$ cat src/rtl/os_xor2_mac_seq_if.sv
// Handshake/bus bundle for os_xor2_mac_seq.
//   start/len            : burst request and beat count
//   in_valid/in_ready    : operand beat handshake, in_a0/in_b0/in_a1/in_b1 operands
//   core_a0..core_b1     : registered drive to the GF(2) core
//   core_y               : combinational core result
//   out_valid/out_ready  : accumulated result handshake, out_y result
//   busy/err             : status (not idle) and rejected-start pulse
// slave is the sequencer's view, master is the surrounding system's view.
interface os_xor2_mac_seq_if #(
  parameter int LEN_W = 5
);
  logic             start;
  logic [LEN_W-1:0] len;
  logic             in_valid;
  logic             in_ready;
  logic [7:0]       in_a0, in_b0, in_a1, in_b1;
  logic [7:0]       core_a0, core_b0, core_a1, core_b1;
  logic [6:0]       core_y;
  logic             out_valid;
  logic             out_ready;
  logic [6:0]       out_y;
  logic             busy;
  logic             err;

  modport slave (
    input  start, len, in_valid, in_a0, in_b0, in_a1, in_b1, core_y, out_ready,
    output in_ready, core_a0, core_b0, core_a1, core_b1, out_valid, out_y, busy, err
  );

  modport master (
    output start, len, in_valid, in_a0, in_b0, in_a1, in_b1, core_y, out_ready,
    input  in_ready, core_a0, core_b0, core_a1, core_b1, out_valid, out_y, busy, err
  );
endinterface

$ cat src/rtl/os_xor2_mac_seq.sv
// Burst sequencer around the combinational OS_XOR2_17 GF(2) core.
// Accepted operand beats are registered onto the core inputs; the 7-bit core
// output is XOR-folded into an accumulator one edge later. One accumulated
// result per burst is offered on out_valid/out_ready.
// Ports:
//   clk   : sole clock, rising edge
//   rst_n : asynchronous active-low reset
//   bus   : os_xor2_mac_seq_if.slave (request, operand, core and result signals)
module os_xor2_mac_seq #(
  parameter int MAX_LEN = 16,
  parameter int LEN_W   = 5
) (
  input  logic                clk,
  input  logic                rst_n,
  os_xor2_mac_seq_if.slave    bus
);

  typedef enum logic [1:0] {IDLE, RUN, DRAIN, DONE} state_e;

  state_e           state_q, state_d;
  logic [LEN_W-1:0] rem_q, rem_d;
  logic [6:0]       acc_q, acc_d;
  logic [7:0]       a0_q, b0_q, a1_q, b1_q;
  logic [7:0]       a0_d, b0_d, a1_d, b1_d;
  // Core registers hold a real beat (not zero fill) this cycle.
  logic             infl_q, infl_d;
  logic             err_q, err_d;

  logic             in_rdy;
  logic             hs;
  logic             len_ok;

  assign len_ok = (bus.len != '0) && (bus.len <= LEN_W'(MAX_LEN));
  assign in_rdy = (state_q == RUN) && (rem_q != '0);
  assign hs     = in_rdy && bus.in_valid;

  always_comb begin
    state_d = state_q;
    rem_d   = rem_q;
    acc_d   = acc_q;
    // Core operands fall back to zero whenever no beat is accepted, so the
    // core output is 0 in bubbles and outside a burst.
    a0_d    = '0;
    b0_d    = '0;
    a1_d    = '0;
    b1_d    = '0;
    infl_d  = 1'b0;
    err_d   = 1'b0;

    case (state_q)
      IDLE: begin
        if (bus.start) begin
          if (len_ok) begin
            rem_d   = bus.len;
            acc_d   = '0;
            state_d = RUN;
          end else begin
            err_d   = 1'b1;
          end
        end
      end

      RUN: begin
        if (infl_q) acc_d = acc_q ^ bus.core_y;
        if (hs) begin
          a0_d   = bus.in_a0;
          b0_d   = bus.in_b0;
          a1_d   = bus.in_a1;
          b1_d   = bus.in_b1;
          infl_d = 1'b1;
          rem_d  = rem_q - LEN_W'(1);
          if (rem_q == LEN_W'(1)) state_d = DRAIN;
        end
      end

      // Folds the last beat, which was accepted on the edge entering DRAIN.
      DRAIN: begin
        if (infl_q) acc_d = acc_q ^ bus.core_y;
        state_d = DONE;
      end

      DONE: begin
        if (bus.out_ready) state_d = IDLE;
      end

      default: state_d = IDLE;
    endcase
  end

  always_ff @(posedge clk or negedge rst_n) begin
    if (!rst_n) begin
      state_q <= IDLE;
      rem_q   <= '0;
      acc_q   <= '0;
      a0_q    <= '0;
      b0_q    <= '0;
      a1_q    <= '0;
      b1_q    <= '0;
      infl_q  <= 1'b0;
      err_q   <= 1'b0;
    end else begin
      state_q <= state_d;
      rem_q   <= rem_d;
      acc_q   <= acc_d;
      a0_q    <= a0_d;
      b0_q    <= b0_d;
      a1_q    <= a1_d;
      b1_q    <= b1_d;
      infl_q  <= infl_d;
      err_q   <= err_d;
    end
  end

  assign bus.in_ready  = in_rdy;
  assign bus.core_a0   = a0_q;
  assign bus.core_b0   = b0_q;
  assign bus.core_a1   = a1_q;
  assign bus.core_b1   = b1_q;
  assign bus.out_valid = (state_q == DONE);
  assign bus.out_y     = acc_q;
  assign bus.busy      = (state_q != IDLE);
  assign bus.err       = err_q;

endmodule

$ cat src/flat_wrapper.sv
// flat-port wrapper written by rule: the top's interface ports become plain ports
module os_xor2_mac_seq_flat 
#(
  parameter int MAX_LEN = 16,
  parameter int LEN_W   = 5
)
  (clk, rst_n, bus_start, bus_len, bus_in_valid, bus_in_a0, bus_in_b0, bus_in_a1, bus_in_b1, bus_core_y, bus_out_ready, bus_in_ready, bus_core_a0, bus_core_b0, bus_core_a1, bus_core_b1, bus_out_valid, bus_out_y, bus_busy, bus_err);
  os_xor2_mac_seq_if #(.LEN_W(LEN_W)) bus_i ();
  input  logic clk;
  input  logic rst_n;
  input wire logic [$bits(bus_i.start)-1:0] bus_start;
  input wire logic [$bits(bus_i.len)-1:0] bus_len;
  input wire logic [$bits(bus_i.in_valid)-1:0] bus_in_valid;
  input wire logic [$bits(bus_i.in_a0)-1:0] bus_in_a0;
  input wire logic [$bits(bus_i.in_b0)-1:0] bus_in_b0;
  input wire logic [$bits(bus_i.in_a1)-1:0] bus_in_a1;
  input wire logic [$bits(bus_i.in_b1)-1:0] bus_in_b1;
  input wire logic [$bits(bus_i.core_y)-1:0] bus_core_y;
  input wire logic [$bits(bus_i.out_ready)-1:0] bus_out_ready;
  output wire logic [$bits(bus_i.in_ready)-1:0] bus_in_ready;
  output wire logic [$bits(bus_i.core_a0)-1:0] bus_core_a0;
  output wire logic [$bits(bus_i.core_b0)-1:0] bus_core_b0;
  output wire logic [$bits(bus_i.core_a1)-1:0] bus_core_a1;
  output wire logic [$bits(bus_i.core_b1)-1:0] bus_core_b1;
  output wire logic [$bits(bus_i.out_valid)-1:0] bus_out_valid;
  output wire logic [$bits(bus_i.out_y)-1:0] bus_out_y;
  output wire logic [$bits(bus_i.busy)-1:0] bus_busy;
  output wire logic [$bits(bus_i.err)-1:0] bus_err;
  assign bus_i.start = bus_start;
  assign bus_i.len = bus_len;
  assign bus_i.in_valid = bus_in_valid;
  assign bus_i.in_a0 = bus_in_a0;
  assign bus_i.in_b0 = bus_in_b0;
  assign bus_i.in_a1 = bus_in_a1;
  assign bus_i.in_b1 = bus_in_b1;
  assign bus_i.core_y = bus_core_y;
  assign bus_i.out_ready = bus_out_ready;
  assign bus_in_ready = bus_i.in_ready;
  assign bus_core_a0 = bus_i.core_a0;
  assign bus_core_b0 = bus_i.core_b0;
  assign bus_core_a1 = bus_i.core_a1;
  assign bus_core_b1 = bus_i.core_b1;
  assign bus_out_valid = bus_i.out_valid;
  assign bus_out_y = bus_i.out_y;
  assign bus_busy = bus_i.busy;
  assign bus_err = bus_i.err;
  os_xor2_mac_seq #(.MAX_LEN(MAX_LEN), .LEN_W(LEN_W)) u_core (.clk(clk), .rst_n(rst_n), .bus(bus_i));
endmodule
$ cat config.mk
export PLATFORM = sky130hd
export DESIGN_NAME = os_xor2_mac_seq_flat
export DESIGN_NICKNAME = d
export VERILOG_FILES = /design/src/rtl/os_xor2_mac_seq_if.sv /design/src/rtl/os_xor2_mac_seq.sv /design/src/flat_wrapper.sv
export SDC_FILE = /design/constraint.sdc
export NUM_CORES = 1
export LEC_CHECK = 0
export ABC_CLOCK_PERIOD_IN_PS = 3900
export BUFFER_PORTS_ARGS = -buffer_cell sky130_fd_sc_hd__buf_4
export CAP_MARGIN = 20
export CORE_MARGIN = 2
export CORE_UTILIZATION = 50
export CTS_CLUSTER_DIAMETER = 30
export DETAILED_ROUTE_END_ITERATION = 8
export PLACE_DENSITY = 0.95
export SLEW_MARGIN = 0
export SYNTH_ARGS = -nofsm -noshare
export SYNTH_HDL_FRONTEND = slang
export SYNTH_SLANG_ARGS = --single-unit
$ cat constraint.sdc
create_clock -name clk -period 3.9 [get_ports clk]
set_input_delay 0.78 -clock clk [delete_from_list [all_inputs] [get_ports clk]]
set_output_delay 0.78 -clock clk [all_outputs]
set_load 0.03 [all_outputs]
# Yosys cells after proc, flatten, opt, wreduce, memory -nomap -nowiden
# Cells that the tools add are included.
dict set report word_totals {
  ff_bits 48
  latchBits 0
  ramBits 0
  rom_bits 0
  inputBits 49
  output_inout_bits 43
  elab_cells 62
  n_memories 0
}
dict set report op_classes {
  add_sub_neg 1
  mul 0
  div 0
  n_lt_le_gt_ge 1
  n_eq_ne 10
  shift 0
  n_mux 27
  n_bitwise 1
  reduce_logical 13
}
# op n
set ops {}
lappend ops {{2-to-1 mux 8 bit} 8}
lappend ops {{2-to-1 mux 7 bit} 3}
lappend ops {{2-to-1 mux 5 bit} 3}
lappend ops {{case mux 7 bit (2 select lines)} 1}
lappend ops {{2-to-1 mux 2 bit} 5}
lappend ops {{case mux 5 bit (2 select lines)} 1}
lappend ops {{nonzero test 5 bit} 2}
lappend ops {{case mux 2 bit (4 select lines)} 1}
lappend ops {{AND reduction 4 bit} 2}
lappend ops {{XOR 7 bit} 1}
lappend ops {{!= test 2 x 1 -> 1 bit, second input constant} 3}
lappend ops {{!= test 2 bit, second input constant} 3}
lappend ops {{nonzero test 2 bit} 3}
lappend ops {{== test 5 x 1 -> 1 bit, second input constant} 1}
lappend ops {{less-or-equal comparator 5 bit, second input constant} 1}
lappend ops {{2-to-1 mux 1 bit} 5}
lappend ops {{AND reduction 5 bit} 1}
lappend ops {{subtractor 5 x 1 -> 5 bit, second input constant} 1}
lappend ops {{== test 2 bit, second input constant} 2}
lappend ops {{logical AND 1 bit} 3}
lappend ops {{== test 2 x 1 -> 1 bit, second input constant} 1}
lappend ops {{zero test 2 bit} 1}
lappend ops {{OR reduction 2 bit} 1}

# Logic depth before layout (Yosys ltp)
# Gate-level depths: netlist (run 1).
dict set report depth {
  word_depth 5
  ltp_mapped 7
  mapped_depth_nobuf 6
}

# Worst setup path before layout (run 1)
# OpenSTA, ideal clock, no wires.
dict set report synth_timing {
  kind {register -> output}
  from {register u_core.state_q[1]}
  to {output port bus_in_ready}
  arrival_ps 1478
  t_required_ps 3120
  path_slack_ps 1642
  path_stages_with_launch 5
  path_buffers 1
  path_cell_list {dfrtp_1 inv_1 ha_1 clkbuf_1 nor2b_1}
}
dict set report synth_between {
  elab_chain_len 2
}
# element line
set synth_rtl {}
lappend synth_rtl {{from (decl)} os_xor2_mac_seq.sv:20} ;# state_e state_q, state_d;
lappend synth_rtl {{from (signal assigned)} os_xor2_mac_seq.sv:102} ;# state_q <= state_d;
lappend synth_rtl {{== test 2 x 1 -> 1 bit} os_xor2_mac_seq.sv:34} ;# assign in_rdy = (state_q == RUN) && (rem_q != '0);
lappend synth_rtl {{logical AND 1 bit} os_xor2_mac_seq.sv:34}
lappend synth_rtl {{to (decl)} flat_wrapper.sv:20} ;# output wire logic [$bits(bus_i.in_ready)-1:0] bus_in_ready;
# Every way passes these cells.

# Worst setup path in the final report (run 1)
dict set report layout_timing {
  from {register u_core.rem_q[0]}
  to {output port bus_in_ready}
}
dict set report layout_between {
  elab_chain_len 2
}
# element line
set layout_rtl {}
lappend layout_rtl {{from (decl)} os_xor2_mac_seq.sv:21} ;# logic [LEN_W-1:0] rem_q, rem_d;
lappend layout_rtl {{from (signal assigned)} os_xor2_mac_seq.sv:103} ;# rem_q <= rem_d;
lappend layout_rtl {{nonzero test 5 bit} os_xor2_mac_seq.sv:34}
lappend layout_rtl {{logical AND 1 bit} os_xor2_mac_seq.sv:34}
# Every way passes these cells.

==> results of run 1 <==
Yosys cell counts:
library cell	number	share of area
mux2i_1	3	0.015
nor4_1	1	0.0031
nand3_1	7	0.017
dfrtp_1	48	0.60
nand2_1	4	0.0075
nand2b_1	4	0.012
and2_1	33	0.10
nor4b_1	1	0.0044
nand4b_1	1	0.0044
a31oi_1	2	0.0062
nor3_2	1	0.0050
inv_1	6	0.011
o22a_1	3	0.013
a2111oi_0	1	0.0044
nor2b_1	3	0.0093
or3_1	9	0.028
o2bb2ai_1	1	0.0044
a2111o_1	1	0.0056
a21oi_1	7	0.017
o21ai_0	8	0.020
nor2_1	6	0.011
o41ai_1	2	0.0087
buf_2	3	0.0075
nor3_1	1	0.0025
mux2_1	2	0.011
nor4_4	1	0.011
nand3b_1	1	0.0037
ha_1	7	0.044
o31ai_1	1	0.0037
clkbuf_1	5	0.0093
metal layers:
| layer | track usage | routed length, um | up-vias |
|---|---|---|---|
| li1 | - | - | 768 |
| met1 | 0.230 | 1560 | 734 |
| met2 | 0.351 | 2230 | 78 |
| met3 | 0.100 | 474 | 4 |
| met4 | 0.0587 | 22 | 0 |
| met5 | 0 | 0 | - |
power breakdown:
part	total [uW]	switching (uW)	internal, uW
combinational	878	524	354
clock	297	153	144
sequential	701	80.6	621
cell type report:
cell class	count	area (sq um)	area share
Sequential cell	48	1200	0.424
Multi-Input combinational cell	111	754	0.266
Timing Repair Buffer	93	698	0.246
Clock buffer	7	86.3	0.0305
Tap cell	50	62.6	0.0221
Inverter	6	22.5	0.00795
Clock inverter	1	7.51	0.00265
registers in the layout, indices dropped and copies added (netlist names):
signal              count
u_core.infl_q           1
u_core.state_q          2
u_core.rem_q            5
u_core.bus.err          1
u_core.bus.core_a1      8
u_core.bus.core_b1      8
u_core.bus.out_y        7
u_core.bus.core_b0      8
u_core.bus.core_a0      8
worst max-delay path: stages, from the launching register on:
cell     delay [ps]
dfrtp_1         440
inv_1            80
ha_1            190
nor4b_1         460
nor2b_1         100
buf_4           190
through the flow:
stage | utilization | cells | hold slack [ps] | instance area, sq um | power (uW)
2_1_floorplan | - | 173 | 480 | 2010 | 1290
3_3_place_gp | 0.695 | 308 | 526 | 2740 | 1560
3_5_place_dp | 0.695 | 308 | 524 | 2740 | 1590
4_1_cts | 0.719 | 316 | 505 | 2830 | 1890
5_1_grt | 0.719 | 316 | 520 | 2830 | 2010
6_report | 0.719 | 316 | 487 | 2830 | 1880
how the worst max path moves through the flow:
stage                                 start               to  cells after the start
final                       u_core.rem_q[0]     bus_in_ready                      5
after global routing        u_core.rem_q[1]     bus_in_ready                      5
after CTS                   u_core.rem_q[0]     bus_in_ready                      5
after detailed placement         bus_len[3]  u_core.rem_q[3]                      6
after global placement           bus_len[3]  u_core.rem_q[2]                      6
after floorplan           u_core.state_q[1]     bus_in_ready                      4
cell families after synthesis:
family	Yosys count
simple gates	73
flops	48
compound gates	26
buf+inv	14
fa+ha+maj	7
mux	5
==> metrics.txt, run 1 <==
worst r2r dst u_core.rem_q[3]; Netlist cell types 30; required time of the critical path 3120 ps; standard-cell rows 23; Reg2Reg Depth 6; drt drc 0; Synth Area in Compound Gates 0.0833; Clock transition at path regs 90 ps; CTS buffer count 5; Layout fillers 286; Power Density 662 nW/um^2; TritonCTS clock tree done; GR Overflow Total 0; CP startpoint kind register; Die Span Y 67.4 um; crit path kind reg -> out; post-synthesis xor/xnor area fraction 0; Setup Buffers After CTS 0; min Tclk post-route 2510 ps; post-synthesis cell area 2010 sq um; Lkg Pwr 0.00146 uW; Total Routing Usage GR 0.207; Post-CTS Hold Fix Bufs 0; Slew Limit Fails 0; area share of fa/ha/maj cells after synthesis 0.0435; max frequency 0.398 GHz; max_cap viols 0; crit end category primary output; Max clock buf depth 2; Final WS setup 1390 ps; DRT antenna net count 0; largest net degree at the start of global routing 49; status finished, final reports clean; mux cell area share after synthesis 0.0261; crit-path max FO 5; diode count 0; clock root cell clkbuf_8; Final Cycle Share 0.645; measured slew at the worst slew-check pin 581 ps; vias in the first global route 1561; Worst R2R Start u_core.state_q[1]; most frequent cells in the layout 93 x buf_4, 48 x dfrtp_1, 33 x and2_1, 9 x or3_1, 8 x o21ai_0; clk_lat worst skew 290 ps; first-pass GRT wire length 6890 um; largest family of logic cells by synthesized area simple AND/OR/NAND/NOR gates; routability cong. 0.924; initial antenna violation count 0; Die Wd 67.4 um; maximum vdd ir drop 0.356 mV; core area 3940 sq um; slew margin rel. 0.613; post-synthesis register bit count 48; mean area per synthesized cell 11.6 sq um; Top Ports 92; Port-buffer cells 91; fin nets 321; DPL Wire Length 3250 um; min-delay worst type in -> async; layout cells sized above 1 0.383; vias per cell 5.01; clk sinks 48; synth warn 0; crit path DAT 1730 ps; Setup violations, final 0; setup TNS 0 ps; Clock Skews 7.99 ps; vias 1584; starting DRC count in detailed routing 131; Final Hold Viols 0; TritonRoute pass-1 iters 4; DP Worst Slack 1580 ps; Initial Util 0.510; Die ar. 4550 sq um; Area growth syn-to-layout 40.8%; post-CTS sizing 0; simple-gate share of the synthesized area 0.222; register area share after synthesis 0.597; RSZ-0062 raised after global routing false; H-tree depth 2; wire length per cell 13.6 um; syn nets 229; Post-Route WL 4290 um; commonest non-fill, non-tap cell in the layout buf_4; count of mapped cells out of synthesis 173; reg2reg setup slack 1730 ps
No activity file was read; power rests on OpenSTA's default activity.
==> run 2: changes to the inputs <==
- ABC_AREA: unset -> 1
- ABC_CLOCK_PERIOD_IN_PS: 3900 -> 2380
- CORE_UTILIZATION: 50 -> 47
- PLACE_DENSITY: 0.95 -> 0.9
- clock period: 3.9 -> 2.38 ns (I/O delays scaled with it)
==> run 2 against run 1 <==
Cell count up 23%. Final area grew 6.0%. Die area up 14%. Clock skew shrank 3.3 ps. Sequential power grew 61%. Setup slack lost 990 ps. Combinational power rose by 90%. Highest routed layer unchanged. Synthesized cell count rose by 41%. Via count grew 13%. Area after synthesis grew 7.5%. Global-route usage is 1.6 points lower. Worst hold slack worse by 300 ps.
==> metrics.txt, run 2 <==
layout cells sized above 1 0.334; commonest non-fill, non-tap cell in the layout buf_4; core area 4380 sq um; Max clock buf depth 2; TritonRoute pass-1 iters 4; routability cong. 0.927; Synth top cells by count 48 x dfrtp_1, 48 x inv_1, 47 x nor2_1; fin cells 390; max_cap viols 0; most frequent cells in the layout 92 x buf_4, 48 x inv_1, 48 x dfrtp_1, 47 x nor2_1, 44 x nand2_1; Netlist cell types 22; min Tclk post-route 1980 ps; fin nets 394; Final Hold Viols 0; measured slew at the worst slew-check pin 589 ps; status finished, final reports clean; drt drc 0; cell taking the most area after synthesis dfrtp_1; initial antenna violation count 0; register area 1200 sq um; DPL Wire Length 3480 um; Post-Route WL 4540 um; vias in the first global route 1778; Die ar. 5160 sq um; Seq pwr share 0.325; Initial Util 0.493; crit path kind reg -> out; internal power 2010 uW; Post-synth EDFFs 0; clk_lat worst skew 290 ps; Total Routing Usage GR 0.191; first-pass GRT wire length 7620 um; H-tree depth 2; RSZ-0062 raised after global routing false; largest stage delay on the critical path 430 ps; max frequency 0.505 GHz; syn nets 300; register area share after synthesis 0.555; count of mapped cells out of synthesis 244; slew margin rel. 0.607; crit end category primary output; Placed Cells 383; crit-path max FO 5; wire length per cell 11.6 um; Critical Path Most Common Cell inv_1; Slowest-stage cell, CP dfrtp_1; synth top area cells dfrtp_1 56%, inv_1 8.3%, nor2_1 8.2%; top_reg_cell synth dfrtp_1; TritonCTS clock tree done; Clock Skews 4.68 ps; Die Wd 71.8 um; Clock transition at path regs 90 ps; vias 1790; Layout fillers 337; Async SR Flop Fraction 1.00; Slew Limit Fails 0; required time of the critical path 1900 ps; post-synthesis register bit count 48; Comb pwr share 0.482; DRT antenna net count 0; synth warn 0; Port-buffer cells 91; clock group share of total power 0.193; post-synth top area share 0.555; crit path DAT 1500 ps; largest net degree at the start of global routing 49; CTS buffer count 5; diode count 0; mean area per synthesized cell 8.87 sq um; post-CTS sizing 0; post-synthesis cell area 2160 sq um; clock root cell clkbuf_8; crit-path cells inv_1 -> ha_1 -> nand3_2 -> nand2_1 -> inv_1 -> buf_4; min-delay worst type in -> async; Setup Buffers After CTS 0; clk sinks 48; Power Density 1150 nW/um^2; starting DRC count in detailed routing 123; area of the multi-input gates 731 sq um; Lkg Pwr 0.00180 uW; setup TNS 0 ps; maximum vdd ir drop 0.617 mV; Final Cycle Share 0.832; GR Overflow Total 0; Reg2Reg Depth 7; Psw 1460 uW; vias per cell 4.59; Setup violations, final 0; Net Sw Frac 0.420; Top Ports 92; standard-cell rows 24; Die Span Y 71.8 um; Post-CTS Hold Fix Bufs 0; CP startpoint kind register; Area growth syn-to-layout 38.8%
-- run 2: per-stage QoR --
stage | instance area [sq um] | util | worst slack (ps) | hold slack, ps | total power, uW
after floorplan | 2160 | - | 852 | 180 | 2330
after global placement | 2870 | 0.656 | 724 | 458 | 2760
after detailed placement | 2870 | 0.656 | 639 | 476 | 2810
after CTS | 3000 | 0.685 | 394 | 197 | 3490
after global routing | 3000 | 0.685 | 276 | 226 | 3730
final | 3000 | 0.685 | 401 | 188 | 3460
-- run 2: worst paths after layout --
check	start	end	slack, ps
setup / recovery	u_core.rem_q[0]	bus_in_ready	400
hold / removal	rst_n	u_core.rem_q[2]	190
setup reg to reg	u_core.state_q[1]	u_core.state_q[0]	620
hold reg to reg	u_core.rem_q[1]	u_core.rem_q[1]	490
max in group asynchronous	rst_n	u_core.bus.core_b1[6]	1790
min in group clk	bus_in_a1[4]	u_core.bus.core_a1[4]	400
-- run 2: kinds of logic after synthesis --
logic type | share of synthesized area
AND/OR/NAND/NOR | 0.242
adder cells (fa/ha/maj) | 0.0405
AO/OA/AOI/OAI | 0.0266
flip-flops | 0.555
XOR/XNOR | 0.0283
buffers and inverters | 0.107
-- run 2: worst max-delay path: cells and delay by family (launching register included) --
family	cells	cell delay (ps)
fa+ha+maj	1	240
buf+inv	3	320
simple gates	2	230
flops	1	430
-- run 2: power groups by stage --
stage,clock network [uW],registers [uW],logic [uW]
finish,669,1130,1670
CTS,683,1130,1680
global route,725,1150,1850
global placement,0,1140,1630
floorplan,0,1380,948
detailed placement,0,1140,1670
-- run 2: final cells by class --
| type | instances | area share |
|---|---|---|
| Timing Repair Buffer | 92 | 0.230 |
| Tap cell | 52 | 0.0217 |
| Multi-Input combinational cell | 142 | 0.243 |
| Clock inverter | 2 | 0.0200 |
| Clock buffer | 5 | 0.0229 |
| Inverter | 49 | 0.0621 |
| Sequential cell | 48 | 0.400 |
-- run 2: layer usage --
layer | vias to the layer above | share of wire | track usage | wire (um)
met5 | - | 0 | 0 | 0
met3 | 2 | 0.091 | 0.0689 | 412
li1 | 904 | - | - | -
met4 | 0 | 0.0040 | 0.0440 | 18
met1 | 818 | 0.37 | 0.219 | 1670
met2 | 66 | 0.54 | 0.341 | 2440
